--- config.mk ---
export PLATFORM = sky130hd
export DESIGN_NAME = tiny_cpu_control
export DESIGN_NICKNAME = d
export VERILOG_FILES = /design/src/rtl/tiny_cpu_control.sv
export SDC_FILE = /design/constraint.sdc
export NUM_CORES = 1
export LEC_CHECK = 0
export CAP_MARGIN = 20
export CORE_MARGIN = 4
export CORE_UTILIZATION = 51
export DETAILED_ROUTE_END_ITERATION = 12
export PLACE_DENSITY = 0.86
export SLEW_MARGIN = 40
export SYNTH_ARGS = -nofsm -noshare
export SYNTH_HDL_FRONTEND = slang
export SYNTH_SLANG_ARGS = --single-unit
--- constraint.sdc ---
create_clock -name clk -period 5.56 [get_ports clk]
set_input_delay 0.834 -clock clk [delete_from_list [all_inputs] [get_ports clk]]
set_output_delay 0.834 -clock clk [all_outputs]
set_load 0.05 [all_outputs]
--- src/rtl/tiny_cpu_control.sv ---
// Multi-cycle fetch/decode/execute sequencer driving the TinyCPU datapath
// control word, data-memory strobes and flag-based conditional branches.
//
// state | meaning
// FETCH | request instruction at PC; latch IR and bump PC on InstrValid
// EXEC  | drive control word for IR; ALU/shift/LDI write, branch or dispatch
// MEM   | hold read/write strobe until DataReady; LD writes back on DataReady
// HALT  | stopped; only reset leaves
module tiny_cpu_control #(
  parameter int PC_WIDTH = 16
) (
  input  logic                clk,
  input  logic                rst_n,
  output logic                InstrReq,
  output logic [PC_WIDTH-1:0] InstrAddr,
  input  logic [15:0]         InstrIn,
  input  logic                InstrValid,
  output logic                DataRead,
  output logic                DataWrite,
  input  logic                DataReady,
  output logic                LoadEnable,
  output logic [1:0]          ASelect,
  output logic [1:0]          BSelect,
  output logic [1:0]          DestinationSelect,
  output logic [15:0]         ConstantIn,
  output logic                MBSelect,
  output logic                MDSelect,
  output logic [3:0]          GSelect,
  output logic [1:0]          HSelect,
  output logic                MFSelect,
  input  logic                statC,
  input  logic                statV,
  input  logic                statN,
  input  logic                statZ,
  output logic                Halted
);

  typedef enum logic [1:0] {FETCH, EXEC, MEM, HALT} state_t;

  state_t              state, stateNext;
  logic [PC_WIDTH-1:0] pc, pcNext;
  logic [15:0]         ir;
  logic                irLoad, flagLoad;
  logic                running;
  logic                cf, vf, nf, zf;
  logic [3:0]          op;
  logic [PC_WIDTH-1:0] branchOffset;

  assign op           = ir[15:12];
  assign branchOffset = {{(PC_WIDTH-6){ir[5]}}, ir[5:0]};
  assign InstrAddr    = pc;
  assign ConstantIn   = {10'd0, ir[5:0]};

  // running holds off the first fetch request until one edge after reset release
  always_ff @(posedge clk or negedge rst_n) begin
    if (!rst_n) begin
      state   <= FETCH;
      pc      <= '0;
      ir      <= '0;
      running <= 1'b0;
      cf      <= 1'b0;
      vf      <= 1'b0;
      nf      <= 1'b0;
      zf      <= 1'b0;
    end else begin
      state   <= stateNext;
      pc      <= pcNext;
      running <= 1'b1;
      if (irLoad) ir <= InstrIn;
      if (flagLoad) begin
        cf <= statC;
        vf <= statV;
        nf <= statN;
        zf <= statZ;
      end
    end
  end

  always_comb begin
    stateNext         = state;
    pcNext            = pc;
    irLoad            = 1'b0;
    flagLoad          = 1'b0;
    InstrReq          = 1'b0;
    DataRead          = 1'b0;
    DataWrite         = 1'b0;
    LoadEnable        = 1'b0;
    ASelect           = 2'b00;
    BSelect           = 2'b00;
    DestinationSelect = 2'b00;
    MBSelect          = 1'b0;
    MDSelect          = 1'b0;
    GSelect           = 4'b0000;
    HSelect           = 2'b00;
    MFSelect          = 1'b0;
    Halted            = 1'b0;

    case (state)
      FETCH: begin
        if (running) begin
          InstrReq = 1'b1;
          if (InstrValid) begin
            irLoad    = 1'b1;
            pcNext    = pc + PC_WIDTH'(1);
            stateNext = EXEC;
          end
        end
      end

      EXEC: begin
        ASelect           = ir[9:8];
        BSelect           = ir[7:6];
        DestinationSelect = ir[11:10];
        stateNext         = FETCH;
        if (op >= 4'h1 && op <= 4'hA) begin
          LoadEnable = 1'b1;
          flagLoad   = 1'b1;
        end
        case (op)
          4'h1: GSelect = 4'b0010;
          4'h2: GSelect = 4'b0101;
          4'h3: GSelect = 4'b1000;
          4'h4: GSelect = 4'b1010;
          4'h5: GSelect = 4'b1100;
          4'h6: GSelect = 4'b1110;
          4'h7: GSelect = 4'b0001;
          4'h8: begin
            HSelect  = 2'b01;
            MFSelect = 1'b1;
          end
          4'h9: begin
            HSelect  = 2'b10;
            MFSelect = 1'b1;
          end
          4'hA: begin
            MBSelect = 1'b1;
            MFSelect = 1'b1;
          end
          4'hB: begin
            MDSelect  = 1'b1;
            stateNext = MEM;
          end
          4'hC: stateNext = MEM;
          4'hD: if (zf) pcNext = pc + branchOffset;
          4'hE: if (nf) pcNext = pc + branchOffset;
          4'hF: stateNext = HALT;
          default: ;
        endcase
      end

      MEM: begin
        ASelect           = ir[9:8];
        BSelect           = ir[7:6];
        DestinationSelect = ir[11:10];
        // only LD and ST ever reach MEM, so anything not LD is a store
        if (op == 4'hB) begin
          DataRead = 1'b1;
          MDSelect = 1'b1;
          if (DataReady) begin
            LoadEnable = 1'b1;
            stateNext  = FETCH;
          end
        end else begin
          DataWrite = 1'b1;
          if (DataReady) stateNext = FETCH;
        end
      end

      HALT: Halted = 1'b1;

      default: stateNext = FETCH;
    endcase
  end

endmodule
==> results of run 1 <==
## critical path: cells and delay by family, from the launching register on
family / cells / cell delay [ps]
and+or+nand+nor: 1 / 120
AOI/OAI and AO/OA: 2 / 550
buffers and inverters: 3 / 1050
DFF: 1 / 420
adders and majority gates: 1 / 560
## worst paths after layout
path / from / to / slack (ps)
max in group asynchronous: rst_n / zf$_DFFE_PN0P_ / 4660
setup reg to reg: state[1]$_DFFE_PN0P_ / InstrAddr[8]$_DFFE_PN0P_ / 2280
setup / recovery: state[1]$_DFFE_PN0P_ / LoadEnable / 1740
min in group clk: InstrAddr[15]$_DFFE_PN0P_ / InstrAddr[15]$_DFFE_PN0P_ / 470
hold reg to reg: InstrAddr[15]$_DFFE_PN0P_ / InstrAddr[15]$_DFFE_PN0P_ / 470
hold / removal: rst_n / InstrAddr[5]$_DFFE_PN0P_ / 460
## layout make-up
cell class              count  area share, %
multi-input cells         204           44.1
clock buffers               5           2.12
clock inverters             3           2.01
inverters                   4          0.463
repair buffers             64           20.2
flip-flops and latches     37           28.6
well taps                  67           2.59
## synth_stat cells (4+ instances only)
cell type	number
dfrtp_1	37
nand2_1	24
mux2_2	20
buf_4	16
xor2_1	14
a21oi_1	13
and2_1	13
nor2_1	11
ha_1	10
clkbuf_1	9
o21ai_0	9
nor3_1	8
nand3_1	6
mux2i_1	5
o211ai_1	5
a211oi_1	4
inv_1	4
## metrics by stage
stage	area [um^2]	utilization (%)	hold WS [ps]	std cells	setup slack (ps)
2_1_floorplan	2530	-	471	271	1970
3_3_place_gp	3070	65.1	458	375	2080
3_5_place_dp	3100	65.6	461	376	2040
4_1_cts	3230	68.5	463	384	1720
5_1_grt	3240	68.6	469	384	1510
6_report	3240	68.6	456	384	1740
## routing by layer
layer,share of wire [%],GRT usage [%]
met4,1.3,5.94
met1,43,23.3
met3,7.6,6.61
met2,48,31.6
met5,0,0
## cells in the final DEF, fill, tap and decap left out, drive strengths merged, types with 3 or more instances in the layout
cell            n
a211oi          4
a21oi          14
and2           14
clkbuf          5
clkdlybuf4s50  62
conb           11
dfrtp          37
ha             10
inv             4
mux2           20
mux2i           5
nand2          24
nand2b          3
nand3           6
nand3b          3
nand4           3
nor2           11
nor2b           3
nor3            8
o211ai          5
o21ai          12
or3             3
or4             4
xor2           14
## cell families after synthesis
| kind of cell | count (synthesis) |
|---|---|
| buffers and inverters | 30 |
| and+or+nand+nor | 92 |
| muxes | 25 |
| xor gates and xnor gates | 16 |
| DFF | 37 |
| adders and majority gates | 11 |
| AOI/OAI and AO/OA | 49 |
| other | 2 |
## flip-flops by register name, summed over array words and instances (netlist names)
| name | count |
|---|---|
| ir | 16 |
| running | 1 |
| InstrAddr | 16 |
| zf | 1 |
| state | 2 |
| nf | 1 |
==> summary.md, run 1 <==
| Metric | Value |
|---|---|
| Remaining DRCs | 0 |
| TritonCTS clock tree | yes |
| Cell accounting for the most synthesized area | dfrtp_1 |
| DRT iter0 DRCs | 176 |
| Fin. max-slew vios | 0 |
| CP Data Arrival Time | 2980 ps |
| Initial Util | 52.8% |
| Clock buffer count from CTS | 5 |
| Most repeated library cell on the critical path | inv_1 |
| Clock sinks | 37 |
| Fin Setup TNS | 0 ps |
| Post-synthesis xor/xnor area fraction | about 5.6% |
| Post-synthesis mux area share | 11.0% |
| GRT Overall Usage | 19.1% |
| P&R area growth vs syn | 29.8% |
| Gpl congestion | 0.840 |
| Post-synthesis cell count | 262 |
| First-pass GRT wire length | 9390 um |
| Worst-Margin Slew | 738 ps |
| #FFs+latches synth | 37 |
| FMAX | 0.262 GHz |
| Register area share after synthesis | 37.1% |
| DRT Wirelength | 5450 um |
| Adder-Cell Fraction of Synth Area | 5.82% |
| Synth top area cells | dfrtp_1 37%, mux2_2 9.0%, ha_1 5.0% |
| Via-per-instance ratio | 5.45 |
| Core box area | 4720 um^2 |
| EDFF count, synth | 0 |
| Storage element area | ~930 um^2 |
| Post-CTS Setup Bufs | 0 |
| Multi-input gate area | 1430 um^2 |
| Die area | 6070 um^2 |
| Crit path max fanout | 19 |
| Die Height | 77.9 um |
| Maxcap violations | 0 |
| DRT Pass-1 Iters | 4 |
| Status | completed |
| IO buf count | 63 |
| Clk_lat worst skew | approximately 290 ps |
| CP Cell Sequence | inv_1 > ha_1 > inv_1 > a221oi_1 > a21oi_1 > nor2b_1 > clkdlybuf4s50_1 |
| Chip Width | 77.9 um |
| Minimum clock period | 3820 ps |
| Clock Path Buffers | 2 |
| Endpoints failing hold | 0 |
| Worst setup SP type | flop |
| Share of cells above drive strength 1 | around an eighth |
| Slowest-stage cell, CP | clkdlybuf4s50_1 |
| Filler cell count | 355 |
| WL/cell | 14.2 um |
| Final Cycle Share | 68.6% |
| RSZ-0062 raised after global routing | no |
| Setup Skew | 6.30 ps |
| Simple-Gate Fraction of Synth Area | 20.2% |
| Post-DRT Antenna Nets | 0 |
| FF-to-FF path depth | 10 |
| Ports | 76 |
| Synth warn | 0 |
| Main synth FF type | dfrtp_1 |
| CTS Hold Buffers Added | 0 |
| Final net count | about 350 |
| Antenna violations before repair | 0 |
| Diode count | 0 |
| Synth Cell Area | ~2500 um^2 |
| FFs w/ async S/R, synth | 100% |
| Post-DP HPWL | 4170 um |
| Synth top area share | a little under two fifths |
| Compound-gate portion of the synthesized area | between 10% and 20% |
| Clock Tree Root | clkbuf_8 |
| Critical Path RT | 4730 ps |
| Largest family of logic cells by synthesized area | simple AND/OR/NAND/NOR gates |
| Clock-pin slew on the worst setup and hold paths | ~80 ps |
| Netlist cell types | 51 |
| CTS resizes | 0 |
| Vias in the first global route | 2,060 |
| CP Class | reg2out |
| Max incr delay on CP | 800 ps |
| Slew headroom | 50.5% |
| Crit end category | output port |
| Global route overflow | 0 |
| Setup Viol. Count Final | 0 |
| Number of cell rows | 25 |
| Vias | 2,093 |
| H-Tree Depth | 2 |
| Hold Path Class | in2async |
| Syn Area/Cell | between 9 and 10 um^2 |
| Pin count of the biggest net entering global routing | 24 |
Power of run 1 is left out: the tool's default activity adds up to more than one toggle a clock period on the data nets, which glitch-free logic cannot reach.
==> run 2: changes to the inputs <==
--- a/config.mk
+++ b/config.mk
@@ -7,9 +7,9 @@
 export LEC_CHECK = 0
 export CAP_MARGIN = 20
 export CORE_MARGIN = 4
-export CORE_UTILIZATION = 51
+export CORE_UTILIZATION = 43
 export DETAILED_ROUTE_END_ITERATION = 12
-export PLACE_DENSITY = 0.86
+export PLACE_DENSITY = 0.77
 export SLEW_MARGIN = 40
 export SYNTH_ARGS = -nofsm -noshare
 export SYNTH_HDL_FRONTEND = slang
==> constraint.sdc (replaced) <==
create_clock -name clk -period 3.1 [get_ports clk]
set_input_delay 0.465 -clock clk [delete_from_list [all_inputs] [get_ports clk]]
set_output_delay 0.465 -clock clk [all_outputs]
set_load 0.05 [all_outputs]
==> run 2 against run 1 <==
Core utilization is 10 points lower. Final cell count is 2.1% higher. Largest cell class unchanged. Wire length is 5.0% higher. Via count is 1.1% higher.
==> summary.md, run 2 (synthesized netlist as in run 1, its figures left out) <==
| Metric | Value |
|---|---|
| Status | completed |
| Slew headroom | 52.6% (+2.2 points) |
| WL/cell | 14.6 um (+2.9%) |
| DRT iter0 DRCs | 127 (-28%) |
| Commonest non-fill, non-tap cell in the layout | clkdlybuf4s50_1 |
| Post-DRT Antenna Nets | 0 (unchanged) |
| GRT Overall Usage | 16.3% (-2.7 points) |
| Critical Path RT | 2630 ps (-2100 ps) |
| CP Class | reg2out |
| First-pass GRT wire length | 9630 um (+2.5%) |
| Max incr delay on CP | 830 ps (+30 ps) |
| Worst setup SP type | flop |
| Ports | 76 (unchanged) |
| Via-per-instance ratio | 5.40 (-0.96%) |
| CTS Hold Buffers Added | 0 (unchanged) |
| Remaining DRCs | 0 (unchanged) |
| Antenna violations before repair | 0 (unchanged) |
| Buf+Inv Stages, Crit Path | 3 (unchanged) |
| Number of cell rows | 27 (+8.0%) |
| Pin count of the biggest net entering global routing | 38 (+58%) |
| P&R area growth vs syn | 30.1% |
| Gpl congestion | 0.846 (+0.74%) |
| Die Height | 84.2 um (+8.0%) |
| TritonCTS clock tree | yes |
| Crit end category | output port |
| IO buf count | 63 (unchanged) |
| Post-DP HPWL | 4280 um (+2.6%) |
| Crit path max fanout | 16 (-3) |
| FF-to-FF path depth | 10 (unchanged) |
| Slowest-stage cell, CP | clkdlybuf4s50_1 |
| CP delay by family, top | buffers and inverters |
| Share of cells above drive strength 1 | 13.4% (+1.1 points) |
| CP Data Arrival Time | 2400 ps (-580 ps) |
| Diode count | 0 (unchanged) |
| FMAX | approximately 0.35 GHz |
| Die area | 7080 um^2 (+17%) |
| Most frequent cells in the layout | 58 x clkdlybuf4s50_1, 37 x dfrtp_1, 24 x nand2_1, 20 x mux2_2, 14 x xor2_1 |
| Hold Path Class | reg2reg |
| CTS resizes | 0 (unchanged) |
| DRT Pass-1 Iters | 4 (unchanged) |
| Setup Skew | 7.08 ps (+0.784 ps) |
| Post-CTS Setup Bufs | 0 (unchanged) |
| Chip Width | 84.2 um (+8.0%) |
| Endpoints failing hold | 0 (unchanged) |
| Worst-Margin Slew | 710 ps (-27.5 ps) |
| Clock Path Buffers | 2 (unchanged) |
| RSZ-0062 raised after global routing | no |
| Setup Viol. Count Final | 0 (unchanged) |
| DRT Wirelength | 5730 um (+5.0%) |
| Clock buffer count from CTS | 5 (unchanged) |
| Clk_lat worst skew | 290 ps (about the same) |
| Fin. max-slew vios | 0 (unchanged) |
| Fin Setup TNS | 0 ps (unchanged) |
| CP Cell Sequence | inv_1 > ha_1 > buf_4 > nand2b_1 > a21oi_1 > clkdlybuf4s50_1 |
| Clock sinks | 37 (unchanged) |
| Final Cycle Share | 92.6% |
| Vias in the first global route | 2,150 (+4.4%) |
| Clock Tree Root | clkbuf_8 |
| Hold Path Stages | 1 |
| Vias | 2,116 (+1.1%) |
| Core box area | 5570 um^2 (+18%) |
| Minimum clock period | ~2900 ps |
| Global route overflow | 0 (unchanged) |
| Initial Util | 44.8% (-8.1 points) |
| H-Tree Depth | 2 (unchanged) |
| Final net count | 354 (+0.85%) |
| Worst path depth | 6 (-1) |
| Maxcap violations | 0 (unchanged) |
| Clock-pin slew on the worst setup and hold paths | 70 ps (about the same) |
run 2: changes by cell type in the layout (fill, tap and decap cells not counted), sizes merged:
cell,delta
clkdlybuf4s50,-4
clkbuf,+2
dlymetal6s2s,+4
buf,+3
bufinv,-2
run 2: path summary, 6_finish.rpt:
| path | from | end | slack (ps) |
|---|---|---|---|
| worst max-delay path | state[1]$_DFFE_PN0P_ | GSelect[1] | 230 |
| worst min-delay path | InstrAddr[15]$_DFFE_PN0P_ | InstrAddr[15]$_DFFE_PN0P_ | 470 |
| worst max register to register | state[1]$_DFFE_PN0P_ | InstrAddr[8]$_DFFE_PN0P_ | 310 |
| worst min register to register | InstrAddr[15]$_DFFE_PN0P_ | InstrAddr[15]$_DFFE_PN0P_ | 470 |
| max in group asynchronous | rst_n | InstrAddr[13]$_DFFE_PN0P_ | 2150 |
| min in group asynchronous | rst_n | InstrAddr[4]$_DFFE_PN0P_ | 610 |
run 2: per-stage QoR:
stage / instance area (um^2) / setup slack (ps) / utilization [%] / hold WS [ps] / instances
after floorplan: 2530 / 42.3 / - / 169 / 271
after CTS: 3230 / 93.9 / 58.0 / 473 / 392
after detailed placement: 3130 / 256 / 56.2 / 464 / 384
after global routing: 3250 / 56.2 / 58.2 / 493 / 392
final: 3250 / 230 / 58.2 / 472 / 392
after global placement: 3130 / 300 / 56.2 / 460 / 384
run 2: layout make-up:
cell class,count,area (um^2)
clock buffer,7,96.3
clock inverter,1,5.00
fill,513,2330
inverter,4,15.0
multi-input combinational,204,1430
sequential,37,926
tap,72,90.1
timing repair buffer,67,681
run 2: metal layers:
metal | share of wire (%) | global-route usage (%) | vias up
met5 | 0 | 0 | -
met4 | 0.89 | 4.53 | 0
met3 | 10 | 6.67 | 5
met2 | 48 | 27.6 | 83
met1 | 41 | 19.2 | 1014
li1 | - | - | 1014
Power of run 2 is left out for the same reason.
==> run 3: changes to the inputs <==
--- a/config.mk
+++ b/config.mk
@@ -7,9 +7,10 @@
 export LEC_CHECK = 0
 export CAP_MARGIN = 20
 export CORE_MARGIN = 4
-export CORE_UTILIZATION = 43
+export CORE_UTILIZATION = 44
+export CTS_BUF_LIST = sky130_fd_sc_hd__clkbuf_2 sky130_fd_sc_hd__clkbuf_4 sky130_fd_sc_hd__clkbuf_8
 export DETAILED_ROUTE_END_ITERATION = 12
-export PLACE_DENSITY = 0.77
+export PLACE_DENSITY = 0.79
 export SLEW_MARGIN = 40
 export SYNTH_ARGS = -nofsm -noshare
 export SYNTH_HDL_FRONTEND = slang
==> run 3 against run 2 <==
Count of clock-buffer cells in the layout is the same. Worst setup slack lost 28 ps. Worst hold slack lost 340 ps. Core utilization grew 0.26 points. Critical path depth is the same. Clock skew shrank 2.4 ps. Cell area shrank 0.77%. Register-to-register slack is essentially flat. Die area shrank 2.1%. Wire length shrank 5.2%.
==> summary.md, run 3 (synthesized netlist as in run 1, its figures left out) <==
| Metric | Value |
|---|---|
| Share of cells above drive strength 1 | 14.1% (+0.67 points) |
| TritonCTS clock tree | yes |
| First-pass GRT wire length | 9160 um (-4.9%) |
| Gpl congestion | 0.876 (+3.5%) |
| Post-DRT Antenna Nets | 0 (unchanged) |
| Ports | 76 (unchanged) |
| Minimum clock period | 2900 ps (+27.5 ps) |
| Diode count | 0 (unchanged) |
| Vias in the first global route | 2,027 (-5.7%) |
| Die Height | 83.3 um (-1.0%) |
| Final net count | 353 (-0.28%) |
| FMAX | 0.345 GHz (-0.95%) |
| Crit path max fanout | 17 (+1) |
| Met2 routed WL | 2700 um (-2.0%) |
| Slew headroom | 53.7% (+1.1 points) |
| Clock-pin slew on the worst setup and hold paths | 70 ps (about the same) |
| GRT Overall Usage | 15.8% (-0.52 points) |
| CP Data Arrival Time | 2430 ps (+30 ps) |
| M1 wire length | 2180 um (-6.9%) |
| Post-DP HPWL | 4180 um (-2.4%) |
| Worst-Margin Slew | 694 ps (-16.2 ps) |
| Clock buffer count from CTS | 5 (unchanged) |
| Status | completed |
| Non-Filler Instances | 391 (-0.26%) |
| Clk_lat worst skew | 280 ps (about the same) |
| Pin count of the biggest net entering global routing | 38 (unchanged) |
| Crit end category | output port |
| DRT iter0 DRCs | 135 (+6.3%) |
| Slowest-stage cell, CP | clkdlybuf4s50_1 |
| Number of cell rows | 27 (unchanged) |
| Initial Util | 45.3% (+0.55 points) |
| CP Cell Sequence | inv_1 > ha_1 > buf_4 > nand2b_1 > nor3b_1 > clkdlybuf4s50_1 |
| Maxcap violations | 0 (unchanged) |
| RSZ-0062 raised after global routing | no |
| Clock sinks | 37 (unchanged) |
| Endpoints failing hold | 0 (unchanged) |
| IO buf count | 63 (unchanged) |
| Setup Viol. Count Final | 0 (unchanged) |
| Final setup margin | 203 ps (-27.5 ps) |
| Antenna violations before repair | 0 (unchanged) |
| P&R area growth vs syn | 29.1% |
| CP Class | reg2out |
| Commonest non-fill, non-tap cell in the layout | clkdlybuf4s50_1 |
| Vias | 2,091 (-1.2%) |
| Fin Setup TNS | 0 ps (unchanged) |
| Clock Tree Root | clkbuf_8 |
| Worst setup SP type | flop |
| Global route overflow | 0 (unchanged) |
| Uppermost routed layer | met4 |
| DRT Pass-1 Iters | 4 (unchanged) |
| Setup Skew | 4.72 ps (-2.37 ps) |
| Critical Path RT | 2630 ps (about the same) |
| Routed wl met3 | 506 um (-12%) |
| Inst Count DP | 383 (-0.26%) |
| Setup WS pre-CTS | 266 ps (+9.81 ps) |
| Via-per-instance ratio | 5.35 (-0.93%) |
| Chip Width | 83.3 um (-1.0%) |
| H-Tree Depth | 2 (unchanged) |
| Remaining DRCs | 0 (unchanged) |
| Core box area | 5510 um^2 (-1.2%) |
| Fin. max-slew vios | 0 (unchanged) |
| Most frequent cells in the layout | 59 x clkdlybuf4s50_1, 37 x dfrtp_1, 24 x nand2_1, 20 x mux2_2, 14 x xor2_1 |
| Hold Path Class | in2async |
| Post-CTS Setup Bufs | 0 (unchanged) |
| Clock Path Buffers | 2 (unchanged) |
| DRT Wirelength | 5430 um (-5.2%) |
| Max incr delay on CP | 820 ps (about the same) |
| WL/cell | 13.9 um (-4.9%) |
| Die area | 6940 um^2 (-2.1%) |
| Final Cycle Share | 93.5% (+0.89 points) |
==> run 3: cell type report <==
| cell class | instances | area [um^2] |
|---|---|---|
| Fill cell | 476 | 2280 |
| Multi-Input combinational cell | 204 | 1430 |
| Sequential cell | 37 | 926 |
| Timing Repair Buffer | 66 | 656 |
| Clock buffer | 7 | 96.3 |
| Tap cell | 72 | 90.1 |
| Inverter | 4 | 15.0 |
| Clock inverter | 1 | 5.00 |
==> run 3: critical path, delay by kind of cell (launching register included) <==
kind                     cells  cell delay (ps)
buffers and inverters        3             1170
flip-flops                   1              420
AND/OR/NAND/NOR              2              330
adder cells (fa/ha/maj)      1              220
==> run 3: final timing paths <==
path | from | endpoint | slack, ps | depth (start not counted)
worst max-delay path | state[1]$_DFFE_PN0P_ | GSelect[0] | 200 | 6
worst min-delay path | rst_n | InstrAddr[9]$_DFFE_PN0P_ | 140 | 1
worst max register to register | state[1]$_DFFE_PN0P_ | InstrAddr[8]$_DFFE_PN0P_ | 310 | 10
worst min register to register | InstrAddr[15]$_DFFE_PN0P_ | InstrAddr[15]$_DFFE_PN0P_ | 470 | 1
max in group asynchronous | rst_n | InstrAddr[0]$_DFFE_PN0P_ | 2630 | 1
min in group clk | InstrAddr[15]$_DFFE_PN0P_ | InstrAddr[15]$_DFFE_PN0P_ | 470 | 1
==> run 3: per-stage QoR <==
| stage | cell area [um^2] | hold slack [ps] | utilization (%) |
|---|---|---|---|
| floorplan | 2530 | 169 | - |
| global placement | 3110 | 456 | 56.5 |
| detailed placement | 3110 | 472 | 56.5 |
| CTS | 3210 | 306 | 58.4 |
| global route | 3220 | 169 | 58.5 |
| finish | 3220 | 137 | 58.5 |
==> run 3: layer usage <==
layer / up-vias / global-route usage [%]
li1: 1016 / -
met1: 992 / 18.1
met2: 73 / 27.9
met3: 10 / 6.05
met4: 0 / 3.42
met5: - / 0
==> run 3: what timing repair did <==
item / CTS / global route
hold buffers: 0 / 0
hold endpoints to repair: 0 / 0
resized for setup: 0 / 1
setup endpoints to repair: 0 / 1
Power of run 3 is left out for the same reason.
==> edit (flow settings as in run 2) <==
`PC_WIDTH`: 16 -> 12.
--- a/src/rtl/tiny_cpu_control.sv
+++ b/src/rtl/tiny_cpu_control.sv
@@ -7,7 +7,7 @@
 // MEM   | hold read/write strobe until DataReady; LD writes back on DataReady
 // HALT  | stopped; only reset leaves
 module tiny_cpu_control #(
-  parameter int PC_WIDTH = 16
+  parameter int PC_WIDTH = 12
 ) (
   input  logic                clk,
   input  logic                rst_n,
Ports: changed (resized InstrAddr); port bits go from 76 to 72. No check against the original RTL was run, so the function may have changed too.
==> edit against run 2 <==
Count of clock-buffer cells in the layout down 2; wire length decreased by 25%; worst setup slack gained 0.020 ns; register-to-register slack improved by 0.08 ns; global-route usage is 1.8 points lower; design area down 14%; worst hold slack worse by 0.0047 ns; area after synthesis shrank 15%; sequential cell count decreased by 4; first-iteration DRC count shrank 39%.
Power is left out: the tool's default activity adds up to more than one toggle a clock period on the data nets, which glitch-free logic cannot reach.
==> edit: results (changes against run 2) <==
[run_status]
status=finished, final reports clean

[placement]
pre_cts_ws_ns=0.426  ; +0.170 ns
routabilityCongestion=0.827  ; -2.2%
port_buffers=59  ; -6.3%
dp_hpwl_um=3300  ; -23%
dp.cells=321  ; -16%

[layout]
num-fill-cells=416  ; -19%
fin_nets=296  ; -16%
drive_gt1_share_pct=16.1  ; +2.7 points

[timing]
finClkSkew_ns=0.00758  ; +0.000493 ns
max_slew_margin_pct=64.3  ; +12 points
whs_ns=0.467  ; -0.00468 ns

[critical_path]
crit_arrival_ns=2.38  ; -0.02 ns
path_max_fanout=11  ; -5
rrSetupSlack_ns=0.39  ; +0.08 ns

[route]
wl_met3_um=404  ; -29%
wl_met2_um=2020  ; -27%
routed_via_density=4.89  ; -9.5%
wire_per_inst_um=13.0  ; -11%
met1_length_um=1830  ; -22%
drtIter0Drc=77  ; -39%

[synth]
synth.distinct_cells=46  ; -9.8%
synth_common_cells=dfrtp_1 (33), mux2_2 (23), buf_4 (16), and2_1 (14), nand2_1 (12)
yosysSeqAreaShare_pct=39.2  ; +2.1 points
synth.area.top_cells=dfrtp_1 (39%), mux2_2 (12%), ha_1 (5.9%), buf_4 (5.7%), and2_1 (4.2%)
synthAdderAreaFrac_pct=6.88  ; +1.1 points
synth.avg_cell_area_um2=10.3  ; +8.0%
muxShareOfSynthArea_pct=13.2  ; +2.2 points
synth_xor_area_share_pct=4.57  ; -1.0 points
synth-compound-area-share_pct=10.8  ; -1.9 points

[global_route]
use_met3_pct=5.73  ; -0.94 points
grt_usage_pct=14.5  ; -1.8 points
met2_usage_pct=25.2  ; -2.4 points
grt_pass1_vias=1629  ; -24%
gr-usage-met1_pct=16.7  ; -2.5 points
grt_pass1_wl_um=7150  ; -26%

## edit: area by class of cell
type	instances	area, um2	area share [%]
Multi-Input combinational cell	153	1130	40.6
Sequential cell	33	826	29.6
Timing Repair Buffer	63	626	22.4
Tap cell	67	83.8	3.00
Clock buffer	5	68.8	2.46
Clock inverter	2	35.0	1.25
Inverter	5	18.8	0.672
## edit: through the flow
step	utilization (%)	cell area [um2]
final	59.1	2790
after global routing	59.1	2790
after CTS	59.0	2790
after detailed placement	56.8	2680
after global placement	56.8	2680
after floorplan	-	2140
## edit: final timing paths
check / start / endpoint / cells past startpoint
hold / removal: InstrAddr[11] / InstrAddr[11] / 1
min in group asynchronous: rst_n / InstrAddr[10] / 2
hold reg to reg: InstrAddr[11] / InstrAddr[11] / 1
max in group asynchronous: rst_n / ir[1] / 2
setup / recovery: state[1] / MBSelect / 5
setup reg to reg: state[1] / InstrAddr[6] / 10
## edit: timing repair
action	in CTS	in global routing
setup endpoints to repair	0	3
hold buffers	0	0
gates resized for setup	0	3
